--- config.mk ---
export PLATFORM = sky130hd
export DESIGN_NAME = camera_ctrl_regs
export DESIGN_NICKNAME = d
export VERILOG_FILES = /design/src/rtl/camera_if_pkg.sv /design/src/rtl/camera_ctrl_regs.sv
export SDC_FILE = /design/constraint.sdc
export NUM_CORES = 1
export LEC_CHECK = 0
export CAP_MARGIN = 20
export CORE_MARGIN = 8
export CORE_UTILIZATION = 45
export DETAILED_ROUTE_END_ITERATION = 7
export GPL_ROUTABILITY_DRIVEN = 0
export HOLD_SLACK_MARGIN = 0.1
export PLACE_DENSITY = 0.73
export SETUP_SLACK_MARGIN = 0.1
export SLEW_MARGIN = 10
export SYNTH_ARGS = -nofsm -noshare
export SYNTH_HDL_FRONTEND = slang
export SYNTH_SLANG_ARGS = --single-unit
--- constraint.sdc ---
create_clock -name avs_s1_clk -period 2.18 [get_ports avs_s1_clk]
set_clock_uncertainty 0.1 [all_clocks]
set_input_delay 0.436 -clock avs_s1_clk [delete_from_list [all_inputs] [get_ports avs_s1_clk]]
set_output_delay 0.436 -clock avs_s1_clk [all_outputs]
set_load 0.02 [all_outputs]
--- src/rtl/camera_if_pkg.sv ---
// Shared definitions for the camera control register block: register
// offsets, STATUS/CONTROL bit positions and the capture sequencer states.
package camera_if_pkg;

  localparam logic [1:0] OFS_ADDR    = 2'd0;
  localparam logic [1:0] OFS_STATUS  = 2'd1;
  localparam logic [1:0] OFS_CONTROL = 2'd2;
  localparam logic [1:0] OFS_VERSION = 2'd3;

  localparam int ST_BUSY = 0;
  localparam int ST_DONE = 1;
  localparam int ST_OVF  = 2;

  localparam int CT_GO     = 0;
  localparam int CT_CONT   = 1;
  localparam int CT_IRQ_EN = 2;
  localparam int CT_ABORT  = 3;

  typedef enum logic [2:0] {
    S_IDLE  = 3'd0,
    S_ARM   = 3'd1,
    S_RUN   = 3'd2,
    S_DONE  = 3'd3,
    S_DRAIN = 3'd4
  } cap_state_t;

endpackage

--- src/rtl/camera_ctrl_regs.sv ---
// Avalon-MM register responder for the camera s1 port plus the frame-capture
// sequencer that arms the capture engine one frame at a time.
// Optional feature macro: CAMERA_CTRL_IRQ_EN (registered level interrupt
// and a stored CONTROL[2]); when undefined irq is tied low.
module camera_ctrl_regs
  import camera_if_pkg::*;
#(
  parameter int          FCNT_W  = 16,
  parameter logic [31:0] VERSION = 32'h0001_0000
) (
  input  logic        avs_s1_clk,
  input  logic        avs_s1_reset_n,
  input  logic [1:0]  avs_s1_address,
  input  logic        avs_s1_read,
  output logic [31:0] avs_s1_readdata,
  input  logic        avs_s1_write,
  input  logic [31:0] avs_s1_writedata,
  output logic        cap_start,
  output logic [31:0] cap_addr,
  output logic        cap_abort,
  input  logic        cap_busy,
  input  logic        cap_done,
  input  logic        cap_ovf,
  output logic        irq
);

  cap_state_t         r_state, w_state_nxt;
  logic [31:0]        r_addr;
  logic [31:0]        r_cap_addr;
  logic [31:0]        r_rdata;
  logic               r_cont;
  logic               r_done, r_ovf;
  logic [FCNT_W-1:0]  r_fcnt;
  logic               w_wr_addr, w_wr_status, w_wr_ctrl;
  logic               w_go, w_abort;
  logic               w_done_nxt, w_ovf_nxt;
  logic [15:0]        w_fcnt16;
  logic [31:0]        w_rdata;
  logic [31:0]        w_ctrl_rd;
  logic               w_unused_wdata;

  assign w_wr_addr   = avs_s1_write && (avs_s1_address == OFS_ADDR);
  assign w_wr_status = avs_s1_write && (avs_s1_address == OFS_STATUS);
  assign w_wr_ctrl   = avs_s1_write && (avs_s1_address == OFS_CONTROL);
  assign w_go        = w_wr_ctrl && avs_s1_writedata[CT_GO];
  assign w_abort     = w_wr_ctrl && avs_s1_writedata[CT_ABORT];

  // Most write-data bits are don't-care for this block.
  assign w_unused_wdata = ^avs_s1_writedata;

  // Sticky flags: a same-cycle set wins over the W1C clear.
  assign w_done_nxt = (r_state == S_DONE) ||
                      (r_done && !(w_wr_status && avs_s1_writedata[ST_DONE]));
  assign w_ovf_nxt  = cap_ovf ||
                      (r_ovf && !(w_wr_status && avs_s1_writedata[ST_OVF]));

  // Sequencer state register.
  always_ff @(posedge avs_s1_clk or negedge avs_s1_reset_n) begin
    if (!avs_s1_reset_n) r_state <= S_IDLE;
    else                 r_state <= w_state_nxt;
  end

  // Next-state and engine strobes; ABORT in the same write as GO keeps us idle.
  always_comb begin
    w_state_nxt = r_state;
    cap_start   = 1'b0;
    cap_abort   = 1'b0;
    case (r_state)
      S_IDLE:  if (w_go && !w_abort) w_state_nxt = S_ARM;
      S_ARM: begin
        cap_start   = 1'b1;
        w_state_nxt = S_RUN;
      end
      S_RUN: begin
        if (cap_done)     w_state_nxt = S_DONE;
        else if (w_abort) w_state_nxt = S_DRAIN;
      end
      S_DONE:  w_state_nxt = r_cont ? S_ARM : S_IDLE;
      S_DRAIN: begin
        cap_abort = 1'b1;
        if (!cap_busy) w_state_nxt = S_IDLE;
      end
      default: w_state_nxt = S_IDLE;
    endcase
  end

  // Register file, frame counter and the frame address latched on entry to ARM.
  always_ff @(posedge avs_s1_clk or negedge avs_s1_reset_n) begin
    if (!avs_s1_reset_n) begin
      r_addr     <= '0;
      r_cont     <= 1'b0;
      r_done     <= 1'b0;
      r_ovf      <= 1'b0;
      r_fcnt     <= '0;
      r_cap_addr <= '0;
    end else begin
      if (w_wr_addr) r_addr <= avs_s1_writedata;
      if (w_wr_ctrl) r_cont <= avs_s1_writedata[CT_CONT];
      r_done <= w_done_nxt;
      r_ovf  <= w_ovf_nxt;
      if (r_state == S_DONE)     r_fcnt     <= r_fcnt + 1'b1;
      if (w_state_nxt == S_ARM)  r_cap_addr <= r_addr;
    end
  end

  assign cap_addr = r_cap_addr;
  assign w_fcnt16 = 16'(r_fcnt);

`ifdef CAMERA_CTRL_IRQ_EN
  logic r_irq_en, w_irq_en_nxt, r_irq;

  assign w_irq_en_nxt = w_wr_ctrl ? avs_s1_writedata[CT_IRQ_EN] : r_irq_en;
  assign w_ctrl_rd    = {29'd0, r_irq_en, r_cont, 1'b0};

  // Interrupt enable and registered level interrupt tracking the sticky flags.
  always_ff @(posedge avs_s1_clk or negedge avs_s1_reset_n) begin
    if (!avs_s1_reset_n) begin
      r_irq_en <= 1'b0;
      r_irq    <= 1'b0;
    end else begin
      r_irq_en <= w_irq_en_nxt;
      r_irq    <= w_irq_en_nxt && (w_done_nxt || w_ovf_nxt);
    end
  end

  assign irq = r_irq;
`else
  assign w_ctrl_rd = {30'd0, r_cont, 1'b0};
  assign irq       = 1'b0;
`endif

  // Read mux uses current register values, so read+write at one offset sees old data.
  always_comb begin
    w_rdata = '0;
    case (avs_s1_address)
      OFS_ADDR:    w_rdata = r_addr;
      OFS_STATUS:  w_rdata = {w_fcnt16, 13'd0, r_ovf, r_done, (r_state != S_IDLE)};
      OFS_CONTROL: w_rdata = w_ctrl_rd;
      OFS_VERSION: w_rdata = VERSION;
      default:     w_rdata = '0;
    endcase
  end

  // Registered read data, one cycle after the read strobe.
  always_ff @(posedge avs_s1_clk or negedge avs_s1_reset_n) begin
    if (!avs_s1_reset_n)  r_rdata <= '0;
    else if (avs_s1_read) r_rdata <= w_rdata;
    else                  r_rdata <= '0;
  end

  assign avs_s1_readdata = r_rdata;

endmodule
* Yosys cells after proc, flatten, opt, wreduce, memory -nomap -nowiden
Index checks and enable logic that the tools add are counted.
Operators by class: add/subtract/negate cells 1, equality and inequality tests 8, multiplexer cells 10, reductions and logical operators 18
Operators with widths (count):
- $pmux 32 s4 | 1
- $mux 32 | 1
- $add 16x1->16 const B | 1
- $pmux 3 s5 | 1
- $mux 3 | 4
- $logic_and 1x1->1 | 10
- $eq 3x1->1 const B | 2
- $eq 3x2->1 const B | 2
- $eq 2x2->1 const B | 2
- $eq 3x3->1 const B | 1
- $logic_not 1->1 | 3
- $logic_not 3->1 | 1
- $mux 1 | 3
- $reduce_bool 3->1 | 1
- $eq 2x1->1 const B | 1
- $logic_not 2->1 | 1
- $logic_or 1x1->1 | 2
Word-level totals: output and inout bits 67, logic and storage cells 45, flip-flop bits (word level) 118

* Logic depth before layout (Yosys ltp)
depth in word-level cells 8, depth in mapped cells 6, mapped depth without buffers 5

* Least setup slack after synthesis
OpenSTA, ideal clock, no wires.
path kind register -> register, start register r_state[1], end register r_cap_addr[10], in the netlist cap_addr[10], path slack 0.271 ns, cell stages (with the launch flop) 7, required time 1.955 ns, arrival 1.684 ns, setup time 0.125 ns, path buffers 2, cell sequence dfrtp_1 buf_6 or3_4 o32ai_4 nand2_2 buf_6 mux2_4
RTL lines:
- from (decl) | line camera_ctrl_regs.sv:27 | cap_state_t r_state, w_state_nxt;
- from (signal assigned) | line camera_ctrl_regs.sv:60 | else r_state <= w_state_nxt;
- $eq 3x3->1, or another cell as far along | line camera_ctrl_regs.sv:68 | case (r_state)
- $pmux 3 s5 (*) | line camera_ctrl_regs.sv:68
- named net w_state_nxt[0] | line camera_ctrl_regs.sv:27
- $eq 3x1->1 (*) | line camera_ctrl_regs.sv:102 | if (w_state_nxt == S_ARM) r_cap_addr <= r_addr;
- to (signal assigned) | line camera_ctrl_regs.sv:102
- to (decl) | line camera_ctrl_regs.sv:29 | logic [31:0] r_cap_addr;
Mark *: on every way through the listed nets, which the timed path passes. The rest lies on a longest branch. A chain may end at the register's enable or synchronous reset.

* Worst setup path after layout
start register r_cap_addr[1], in the netlist cap_addr[1], end output port cap_addr[1]
RTL lines:
- to (decl) | line camera_ctrl_regs.sv:19 | output logic [31:0] cap_addr,
No word-level cell between the ends.

==> flow_summary.json <==
{
  "status": "complete, no violations",
  "cts_max_level": 4,
  "max_stage_delay_ps": 650,
  "synth_cells": 308,
  "num-fill-cells": 743,
  "worst_pin_slew_ps": 768,
  "synth_edf_count": 0,
  "powerDensity_mw_per_mm2": 1280,
  "cap_violations": 0,
  "cp-end-kind": "output pin",
  "synth_xor_area_share_pct": 3.00,
  "grt.busiest_layer": "met2",
  "final_cell_mix": "115 x dfrtp_1, 98 x clkdlybuf4s50_1, 36 x mux2_2, 30 x mux2_4, 17 x a22o_1",
  "critPathKind": "flop to output pin",
  "initial_utilization_pct": 45.8,
  "yosysUniqueCellTypes": 35,
  "finalHoldViolations": 0,
  "synth_top_cell_by_area": "dfrtp_1",
  "nets": 476,
  "path_delay_family": "buffers and inverters",
  "post_cts_buffers": 0,
  "drive_above_1_share_pct": 28.6,
  "synthDominantCellAreaShare_pct": 63.2,
  "finalSetupViolations": 0,
  "dpl.hpwl_mm": 7.31,
  "worstPathArrival_ps": 1500,
  "hp-class": "input port to async pin",
  "yosys.area_share.simple_pct": 7.66,
  "clk_latency_ps": 510,
  "drtPass1Iterations": 4,
  "drc_errors": 0,
  "clkTransAtPathRegs_ps": 60,
  "p_leak_uw": 0.00304,
  "vias_per_cell": 4.92,
  "synth_compound_area_share_pct": 4.53,
  "io_pins": 108,
  "yosys_most_used_dff": "dfrtp_1",
  "synthAdderAreaFrac_pct": 0.268,
  "grt_max_degree": 39,
  "slowest_stage": "clkdlybuf4s50_1",
  "cts.sinks": 118,
  "grt.overflow.total": 0,
  "grt.total_usage_pct": 15.5,
  "fin_area_mm2": 0.00661,
  "fin_setup_tns_ps": 0,
  "final_common_cell": "dfrtp_1",
  "dieWidth_um": 118,
  "cp_num_buf_inv": 1,
  "grt_pass1_vias": 3126,
  "async_reset_ff_share_pct": 100,
  "start_kind": "flop",
  "drtAntennaViolNets": 0,
  "clock_path_buffers": 2,
  "grt_use_met3_pct": 5.76,
  "ir_drop_v": 0.000574,
  "antenna_found_initial": 0,
  "maxSlewViolCount": 0,
  "gr-usage-met2_pct": 24.5,
  "grt_pass1_wl_mm": 16.9,
  "port_buffers": 106,
  "ys_seq_elements": 118,
  "fmax_mhz": 490,
  "syn_nets": 350,
  "cts_made_buffers": 17,
  "diodes": 0,
  "syn2layout_area_growth_pct": 41.6,
  "synthesis.area_mm2": 0.00467,
  "rsz0062_at_grt": "false",
  "routedWlPerCell_um": 17.9,
  "num_vias": 2868,
  "placed_cell_area_mm2": 0.00596,
  "period_share_pct": 93.6,
  "synth_top_family_by_area": "multiplexers",
  "routed_wl_mm": 10.4,
  "yosys_warnings": 0,
  "crit_fanout": 2,
  "drtIter0Drc": 107,
  "slew_headroom_pct": 48.8,
  "core_area_mm2": 0.0102,
  "synth_mux_area_share_pct": 19.0,
  "avgSynthCellArea_um2": 15.2,
  "crit_chain": "clkdlybuf4s50_1",
  "synth.yosys.seq_area_share_pct": 63.2,
  "grt.met1_usage_pct": 19.3,
  "die-area_mm2": 0.0139,
  "fp-row-count": 37,
  "period_needed_ps": 2040,
  "cts_root_buffer": "clkbuf_8",
  "die_y_um": 118,
  "required_ps": 1640,
  "tritoncts": "built",
  "synth_area_leaders": "dfrtp_1 63%, mux2_4 9.6%, mux2_2 8.7%"
}
-- report_power, final --
part           leakage [uW]  switching (uW)  total (uW)  internal, uW
sequential          0.00149             384        3100          2720
combinational       0.00126            1040        2470          1430
clock              0.000294            1010        2910          1890
-- layout make-up --
| type | instances | area, um2 | area share, % |
|---|---|---|---|
| Sequential cell | 118 | 2960 | 44.7 |
| Clock buffer | 18 | 428 | 6.47 |
| Inverter | 1 | 3.75 | 0.0568 |
| Timing Repair Buffer | 123 | 1230 | 18.6 |
| Clock inverter | 14 | 199 | 3.01 |
| Tap cell | 136 | 170 | 2.57 |
| Multi-Input combinational cell | 173 | 1620 | 24.5 |
-- logic make-up (layout without fill, tap and decap cells) --
logic type / Yosys count / in the layout
other cells: 1 / 1
xor+xnor: 16 / 16
mux: 69 / 69
simple gates: 62 / 62
fa+ha+maj: 1 / 1
flops: 118 / 118
buf+inv: 17 / 156
compound gates: 24 / 24
-- final timing paths --
check	from	end	slack, ps	depth (start not counted)
hold reg to reg	r_fcnt[15]$_DFFE_PN0N_	r_fcnt[15]$_DFFE_PN0N_	380	1
setup / recovery	cap_addr[1]$_DFFE_PN0N_	cap_addr[1]	140	1
hold / removal	avs_s1_reset_n	cap_addr[12]$_DFFE_PN0N_	340	2
setup reg to reg	r_state[1]$_DFF_PN0_	cap_addr[29]$_DFFE_PN0N_	240	5
max in group asynchronous	avs_s1_reset_n	r_state[0]$_DFF_PN0_	980	3
min in group avs_s1_clk	r_fcnt[15]$_DFFE_PN0N_	r_fcnt[15]$_DFFE_PN0N_	380	1
-- cell usage after synthesis, drive strengths merged (2+ instances only) --
master and n:
dfrtp 118, mux2 66, a22o 17, and2 15
nand2 12, buf 11, xnor2 8, xor2 8
nand3 7, clkbuf 5, nor2 5, nand3b 4
and3 3, mux2i 3, nand2b 3, nor3b 3
a21oi 2, nor3 2, nor4 2, o21ai 2
or3b 2
-- timing repair --
item | in CTS | in global routing
hold endpoints to repair | 35 | 0
hold buffers | 1 | 0
endpoints found under the setup margin | 3 | 6
gates resized for setup | 10 | 6
-- through the flow --
stage	setup WS [ps]	instances	total power, uW	hold WS [ps]	util (%)
floorplan	271	308	4550	40.4	-
global placement	-144	550	5550	339	58.6
detailed placement	-199	550	5630	339	58.6
CTS	110	583	8560	339	64.9
global route	101	583	8810	361	64.9
finish	139	583	8470	337	64.9
-- flip-flops by register name, summed over array words and instances, names as in the netlist --
name and flops:
avs_s1_readdata 32, cap_addr 32, r_addr 32, r_cont 1, r_done 1, r_fcnt 16
r_ovf 1, r_state 3
-- routing by layer --
metal | vias up | share of wire (%) | wire (um)
met5 | - | 0 | 0
met3 | 12 | 5.9 | 615
met1 | 1441 | 45 | 4720
met4 | 0 | 1.1 | 116
met2 | 82 | 48 | 4980
li1 | 1333 | - | -
(Power assumes the default switching activity.)
